`config.mk`:
```
export PLATFORM = sky130hd
export DESIGN_NAME = mem_access_ctrl
export DESIGN_NICKNAME = d
export VERILOG_FILES = /design/src/rtl/mem_access_ctrl.sv
export SDC_FILE = /design/constraint.sdc
export NUM_CORES = 1
export LEC_CHECK = 0
export ABC_AREA = 1
export CELL_PAD_IN_SITES_DETAIL_PLACEMENT = 1
export CELL_PAD_IN_SITES_GLOBAL_PLACEMENT = 1
export CORE_MARGIN = 3
export CORE_UTILIZATION = 31
export CTS_BUF_LIST = sky130_fd_sc_hd__clkbuf_4
export DETAILED_ROUTE_END_ITERATION = 10
export PLACE_DENSITY_LB_ADDON = 0.1
export SLEW_MARGIN = 20
export SYNTH_ARGS = -nofsm -noshare
export SYNTH_HDL_FRONTEND = slang
export SYNTH_SLANG_ARGS = --single-unit
```
`constraint.sdc`:
```
create_clock -name clk -period 2.85 [get_ports clk]
set_input_delay 0.4275 -clock clk [delete_from_list [all_inputs] [get_ports clk]]
set_output_delay 0.4275 -clock clk [all_outputs]
set_load 0.02 [all_outputs]
```
`src/rtl/mem_access_ctrl.sv`:
```
`default_nettype none
// ============================================================================
// Module  : mem_access_ctrl
// Brief   : MEM-stage load/store initiator for a word-wide data RAM. It handles
//           byte-lane extraction, and it performs byte stores as read-modify-write.
// Revision: 1.0 - initial release
// ============================================================================
module mem_access_ctrl #(
  parameter int MEM_DEPTH = 256,
  parameter int IDX_W     = 8
) (
  input  logic        clk,
  input  logic        rst_n,
  input  logic        req_valid,
  output logic        req_ready,
  input  logic        req_write,
  input  logic        req_byte,
  input  logic        req_signed,
  input  logic [31:0] req_addr,
  input  logic [31:0] req_wdata,
  output logic        rsp_valid,
  output logic [31:0] rsp_rdata,
  output logic        rsp_err,
  output logic        mem_en,
  output logic        mem_rw,
  output logic [31:0] mem_addr,
  output logic [31:0] mem_wdata,
  input  logic [31:0] mem_rdata
);

  typedef enum logic [2:0] {
    IDLE    = 3'd0,
    RD      = 3'd1,
    RD_WAIT = 3'd2,
    WR      = 3'd3,
    DONE    = 3'd4,
    ERR     = 3'd5
  } state_t;

  localparam logic [29:0] c_DEPTH = 30'(MEM_DEPTH);

  state_t      state_q, state_d;
  logic        wr_q, wr_d;
  logic        byte_q, byte_d;
  logic        sgn_q, sgn_d;
  logic [1:0]  lane_q, lane_d;
  logic [7:0]  wbyte_q, wbyte_d;
  logic        req_ready_q, req_ready_d;
  logic        rsp_valid_q, rsp_valid_d;
  logic [31:0] rsp_rdata_q, rsp_rdata_d;
  logic        rsp_err_q, rsp_err_d;
  logic        mem_en_q, mem_en_d;
  logic        mem_rw_q, mem_rw_d;
  logic [31:0] mem_addr_q, mem_addr_d;
  logic [31:0] mem_wdata_q, mem_wdata_d;

  logic        accept;
  logic        addr_bad;
  logic [31:0] req_idx;
  logic [7:0]  lane_byte;
  logic [31:0] load_data;
  logic [31:0] merged;

  assign accept   = req_valid & req_ready_q;
  // Upper address bits must be clear; the index never wraps into low words.
  assign addr_bad = (!req_byte && (req_addr[1:0] != 2'b00))
                  || (req_addr[31:IDX_W+2] != '0)
                  || (req_addr[31:2] >= c_DEPTH);
  assign req_idx  = {{(32-IDX_W){1'b0}}, req_addr[IDX_W+1:2]};

  always_comb begin
    lane_byte = mem_rdata[{lane_q, 3'b000} +: 8];
    load_data = byte_q ? {{24{sgn_q & lane_byte[7]}}, lane_byte} : mem_rdata;
    merged    = mem_rdata;
    merged[{lane_q, 3'b000} +: 8] = wbyte_q;
  end

  always_comb begin
    state_d     = state_q;
    wr_d        = wr_q;
    byte_d      = byte_q;
    sgn_d       = sgn_q;
    lane_d      = lane_q;
    wbyte_d     = wbyte_q;
    req_ready_d = 1'b0;
    rsp_valid_d = 1'b0;
    rsp_rdata_d = rsp_rdata_q;
    rsp_err_d   = 1'b0;
    mem_en_d    = 1'b0;
    mem_rw_d    = 1'b0;
    mem_addr_d  = mem_addr_q;
    mem_wdata_d = mem_wdata_q;

    case (state_q)
      IDLE: begin
        req_ready_d = 1'b1;
        if (accept) begin
          wr_d        = req_write;
          byte_d      = req_byte;
          sgn_d       = req_signed;
          lane_d      = req_addr[1:0];
          wbyte_d     = req_wdata[7:0];
          req_ready_d = 1'b0;
          if (addr_bad) begin
            state_d     = ERR;
            rsp_valid_d = 1'b1;
            rsp_err_d   = 1'b1;
          end else if (req_write && !req_byte) begin
            state_d     = WR;
            mem_en_d    = 1'b1;
            mem_rw_d    = 1'b1;
            mem_addr_d  = req_idx;
            mem_wdata_d = req_wdata;
          end else begin
            state_d    = RD;
            mem_en_d   = 1'b1;
            mem_addr_d = req_idx;
          end
        end
      end
      RD: state_d = RD_WAIT;
      RD_WAIT: begin
        // RAM data is valid here, one cycle after the read Enable.
        if (wr_q) begin
          state_d     = WR;
          mem_en_d    = 1'b1;
          mem_rw_d    = 1'b1;
          mem_wdata_d = merged;
        end else begin
          state_d     = DONE;
          rsp_valid_d = 1'b1;
          rsp_rdata_d = load_data;
        end
      end
      WR: begin
        state_d     = DONE;
        rsp_valid_d = 1'b1;
      end
      DONE, ERR: begin
        state_d     = IDLE;
        req_ready_d = 1'b1;
      end
      default: begin
        state_d     = IDLE;
        req_ready_d = 1'b1;
      end
    endcase
  end

  always_ff @(posedge clk or negedge rst_n) begin
    if (!rst_n) begin
      state_q     <= IDLE;
      wr_q        <= 1'b0;
      byte_q      <= 1'b0;
      sgn_q       <= 1'b0;
      lane_q      <= 2'b00;
      wbyte_q     <= 8'h00;
      req_ready_q <= 1'b1;
      rsp_valid_q <= 1'b0;
      rsp_rdata_q <= 32'h0;
      rsp_err_q   <= 1'b0;
      mem_en_q    <= 1'b0;
      mem_rw_q    <= 1'b0;
      mem_addr_q  <= 32'h0;
      mem_wdata_q <= 32'h0;
    end else begin
      state_q     <= state_d;
      wr_q        <= wr_d;
      byte_q      <= byte_d;
      sgn_q       <= sgn_d;
      lane_q      <= lane_d;
      wbyte_q     <= wbyte_d;
      req_ready_q <= req_ready_d;
      rsp_valid_q <= rsp_valid_d;
      rsp_rdata_q <= rsp_rdata_d;
      rsp_err_q   <= rsp_err_d;
      mem_en_q    <= mem_en_d;
      mem_rw_q    <= mem_rw_d;
      mem_addr_q  <= mem_addr_d;
      mem_wdata_q <= mem_wdata_d;
    end
  end

  assign req_ready = req_ready_q;
  assign rsp_valid = rsp_valid_q;
  assign rsp_rdata = rsp_rdata_q;
  assign rsp_err   = rsp_err_q;
  assign mem_en    = mem_en_q;
  assign mem_rw    = mem_rw_q;
  assign mem_addr  = mem_addr_q;
  assign mem_wdata = mem_wdata_q;

endmodule
`default_nettype wire

```
Word-level counts from Yosys, hierarchy flattened
Index checks and enable logic that the tools add are counted.
Widths: inputs -> output; s select.
{"block": "totals", "output_inout_bits": 101, "input_bits": 102, "ff_bits": 93, "word_cells": 71}
{"block": "classes", "order_cmp": 1, "n_reduce_logical": 14, "n_shift": 3, "add_sub_neg": 1, "bitwise": 4, "n_eq_ne": 7, "n_mux": 27}
{"cell": "$mux 32", "count": 5}
{"cell": "$pmux 32 s2", "count": 1}
{"cell": "$bwmux 32", "count": 1}
{"cell": "$shift 8x7->32 const A", "count": 1}
{"cell": "$shiftx 32x6->8", "count": 1}
{"cell": "$shiftx 8x7->32", "count": 1}
{"cell": "$ge 30x9->1 const B", "count": 1}
{"cell": "$reduce_bool 22->1", "count": 1}
{"cell": "$pmux 3 s4", "count": 1}
{"cell": "$mux 1", "count": 11}
{"cell": "$mux 3", "count": 3}
{"cell": "$ne 2x2->1 const B", "count": 4}
{"cell": "$neg 5->7", "count": 1}
{"cell": "$eq 3x2->1 const B", "count": 2}
{"cell": "$pmux 1 s2", "count": 3}
{"cell": "$reduce_and 5->1", "count": 1}
{"cell": "$reduce_and 2->1", "count": 2}
{"cell": "$reduce_bool 2->1", "count": 2}
{"cell": "$eq 3x1->1 const B", "count": 1}
{"cell": "$logic_not 3->1", "count": 1}
{"cell": "$pmux 1 s3", "count": 1}
{"cell": "$reduce_and 3->1", "count": 1}
{"cell": "$reduce_or 3->1", "count": 1}
{"cell": "$and 1x1->1", "count": 2}
{"cell": "5 further kinds", "count": 8}

Logic depth before layout (Yosys ltp)
Gate-level depths: netlist of the first run.
{"block": "logic_depth", "word_depth": 7, "mapped_depth": 11, "ltp_nobuf": 10}

Least setup slack after synthesis of the first run
No wires, ideal clock.
{"block": "synth_path", "path_type": "register to register", "start": "register lane_q[1]", "end": "register mem_wdata_q[8] (netlist: mem_wdata[8])", "n_path_buf": 2, "stages_incl_launch_ff": 11, "path_slack_ns": 0.649, "synth_period_minus_slack_ns": 2.201, "arrival_ns": 2.135, "setup_time_ns": 0.066, "required_ns": 2.784, "path_cell_list": "dfrtp_1 buf_2 clkinv_1 ha_1 clkbuf_1 nand2_1 nor2_1 a22oi_1 o21ai_0 nand3_1 nand2_1"}
{"block": "synth_between", "elab_chain_cells": 5, "word_cells_on_any_way": 6, "cone_classes": "add/sub (1); shift (2); mux (3)"}
{"item": "start, declared", "line": "46", "text": "logic [1:0] lane_q, lane_d;"}
{"item": "start signal, assigned", "line": "171", "text": "lane_q <= lane_d;"}
{"item": "$neg 5->7 *", "line": "75", "text": "merged[{lane_q, 3'b000} +: 8] = wbyte_q;"}
{"item": "$shiftx 8x7->32 or $shift 8x7->32 (tied branches)", "line": "75"}
{"item": "$bwmux 32 *", "line": "75"}
{"item": "$mux 32 *", "line": "124", "text": "if (wr_q) begin"}
{"item": "$pmux 32 s2 *", "line": "94", "text": "case (state_q)"}
{"item": "end signal, assigned", "line": "180", "text": "mem_wdata_q <= mem_wdata_d;"}
{"item": "end, declared", "line": "55", "text": "logic [31:0] mem_wdata_q, mem_wdata_d;"}
Every way passes the cells marked *; elsewhere a longest branch is shown, timed or not. The select of a mux whose other input is x is not followed.
A chain may end at the register's enable or synchronous reset.

Worst setup path in the final report of the first run
Same ends and word-level chain as after synthesis.

==> results of run 1 <==
==> per-layer routing <==
layer | track usage | wire length (um) | vias to the layer above
li1 | - | - | 2403
met1 | 0.269 | 8070 | 2500
met2 | 0.360 | 9290 | 170
met3 | 0.0616 | 1100 | 27
met4 | 0.0543 | 366 | 0
met5 | 0 | 0 | -
==> power by group <==
part	switching (uW)	leakage (uW)	total [uW]	internal (uW)
combinational	2670	0.00199	4360	1690
clock	472	0.0000610	650	179
sequential	423	0.00114	2340	1920
==> worst register-to-register path, cell delays in order, from the launching register on <==
cell,delay (ps)
dfrtp_1,610
clkinv_1,170
ha_1,560
nand2_1,120
nor2_1,460
a22oi_1,200
o21ai_0,210
nand3_1,100
nand2_1,80
==> area by class of cell <==
class / instances / area [um2]
diodes: 1 / 2.50
clock buffers: 10 / 75.1
clock inverters: 6 / 30.0
fillers: 1907 / 8450
inverters: 34 / 128
multi-input cells: 466 / 2250
flip-flops and latches: 93 / 2330
well taps: 211 / 264
repair buffers: 192 / 1900
==> state kept, by name (all words and copies together), names as in the netlist <==
name,flops
state_q,3
req_ready,1
rsp_err,1
byte_q,1
lane_q,2
mem_rw,1
mem_en,1
mem_wdata,32
sgn_q,1
rsp_valid,1
wbyte_q,8
rsp_rdata,32
wr_q,1
mem_addr,8
==> stage by stage <==
step	utilization	instances	worst slack [ps]	power (uW)	area, um2
2_1_floorplan	-	655	649	4840	5050
3_3_place_gp	0.445	995	428	6590	6860
3_5_place_dp	0.445	995	370	6730	6860
4_1_cts	0.452	1012	326	7400	6980
5_1_grt	0.452	1013	69.1	7920	6980
6_report	0.452	1013	288	7350	6980
==> cells by family (layout without fill, tap and decap cells) <==
group / count (synthesis) / count (layout)
muxes: 1 / 1
buffers and inverters: 96 / 242
DFF: 93 / 93
other: 1 / 25
adders and majority gates: 5 / 5
and+or+nand+nor: 273 / 273
AOI/OAI and AO/OA: 163 / 163
==> synthesized netlist by cell type (all sizes together) <==
cell type  instances  area share
a21oi             80       0.081
a22oi             16       0.024
a2bb2oi           16       0.028
a31oi              6      0.0076
and2               1      0.0013
buf               43       0.054
clkbuf            19       0.014
clkinv             3      0.0023
conb               1     0.00076
dfrtp             92        0.46
dfstp              1      0.0053
ha                 5       0.013
inv               31       0.023
mux2               1      0.0023
nand2            155        0.12
nand3             45       0.045
nand4             16       0.020
nor2              52       0.039
nor3               3      0.0063
o211ai             2      0.0030
o21ai             41       0.041
o22ai              1      0.0013
o31ai              1      0.0015
or2                1      0.0013
==> worst max-delay path by stage <==
stage | slack (ps) | end
after CTS | 330 | mem_wdata[9]
final | 290 | mem_wdata[8]
after global routing | 70 | mem_wdata[9]
after global placement | 430 | mem_wdata[2]
after floorplan | 650 | mem_wdata[8]
after detailed placement | 370 | mem_wdata[9]
==> impl_results.md, run 1 <==
- Port bufs: 178
- Post-synthesis xor/xnor area fraction: 0
- Yosys cell types: 32
- Via count: 5100
- Sequential fraction of the synthesis area: 0.469
- Yosys Warn Count: 0
- GRT overflow: 0
- Routability congestion estimate: 0.849
- Startpoint Class: flip-flop
- CP Capture Type: flip-flop
- Lkg Pwr: 0.00320 uW
- Most frequent cells in the layout: clkdlybuf4s50_1 (177), nand2_1 (153), dfrtp_1 (92)
- Pre-Repair DR Iteration Count: 4
- Clock slew at reported path FFs: 140 ps
- Post-synthesis compound-gate area fraction: 0.188
- Reg-to-Reg End: mem_wdata[8]
- Family with the most delay on the worst path: simple AND/OR/NAND/NOR gates
- Post-synthesis mux area share: 0.00227
- Seq cells post-synth: 93
- Final hold slack: 358 ps
- Initial DRC count: 214
- ANT nets after route: 0
- Critical Path Source: lane_q[1]
- Core Area: 15400 um2
- Via density: 5.03
- Largest stage delay, worst path: 610 ps
- Worst R2R Path Depth: 8
- Cell Chain, Critical Path: clkinv_1 -> ha_1 -> nand2_1 -> nor2_1 -> a22oi_1 -> o21ai_0 -> nand3_1 -> nand2_1
- Worst path slowest cell: dfrtp_1
- Fin crit period: 2560 ps
- RSZ-0062 raised after global routing: false
- Layout cells sized above 1: 0.0437
- Initial antenna violation count: 1
- Area growth, synth to finish: 40.7%
- Nets: 903
- FMAX: 390 MHz
- Die Area: 17600 um2
- Commonest non-fill, non-tap cell in the layout: clkdlybuf4s50_1
- Synth Area in Simple Gates: 0.233
- Outcome: completed
- Root buf cell: clkbuf_4
- Critical path data arrival time: 3000 ps
- Post-Synth Adder-Cell Area: 0.0126
- Final setup viols: 0
- Setup TNS: 0 ps
- FP Rows: 45
- Fin crit share: 0.899
- Min-Delay Path Class: in -> async
- Pin count of the biggest net entering global routing: 70
- Drt wl/cell: 18.6 um
- Post-CTS setup buffers: 0
- CP required: 3290 ps
- Most used cell along the critical path: nand2_1
- Crit path max fanout: 12
- Syn Inst Count: 632
- Final hold violation count: 0
- CP Depth: 8
- Maxcap violations: 0
- Largest family of logic cells by synthesized area: simple AND/OR/NAND/NOR gates
- Worst Path Buf+Inv: 1
- Crit Path Class: reg -> reg
- Vias in the first global route: 5459
- Initial Utilization: 0.322
- Drc violations: 0
- Reg2reg start: lane_q[1]
- Pwr dens: 1050 nW/um2
- Reg2Reg Setup Slack: 290 ps
- # hold bufs at CTS: 1
- DRT Wirelength: 18800 um
- CTS Buffer Depth: 2
- # H-tree levels: 3
- Pins Over Slew Limit: 0
- IO Pins: 203
- TritonCTS buffer count: 9
- TritonCTS Sinks: 93
- Max rail drop VDD: 0.481 mV
- Relative slew slack: 0.450
- Post-CTS Resized: 0
- Clock Skew: 16.6 ps
- Mapped Avg Cell Area: 7.85 um2
- Total Routing Usage GR: 0.213
- Worst-Skew Late Latency: 500 ps
- DP Wirelength: 14200 um
- Worst slew pin tran: 825 ps
- First-pass GRT wire length: 29900 um
- Floorplan die height: 133 um
- Syn Std Cell Area: 4960 um2
- Die Wd: 133 um
- CTS tree: yes
No activity file was read; power rests on OpenSTA's default activity.
==> inputs of run 2 (changes only) <==
--- a/config.mk
+++ b/config.mk
@@ -13,7 +13,6 @@
 export CTS_BUF_LIST = sky130_fd_sc_hd__clkbuf_4
 export DETAILED_ROUTE_END_ITERATION = 10
 export PLACE_DENSITY_LB_ADDON = 0.1
-export SLEW_MARGIN = 20
 export SYNTH_ARGS = -nofsm -noshare
 export SYNTH_HDL_FRONTEND = slang
 export SYNTH_SLANG_ARGS = --single-unit
==> results of run 2 <==
Same layout as run 1: the final DEF is identical, and so are final timing and power.
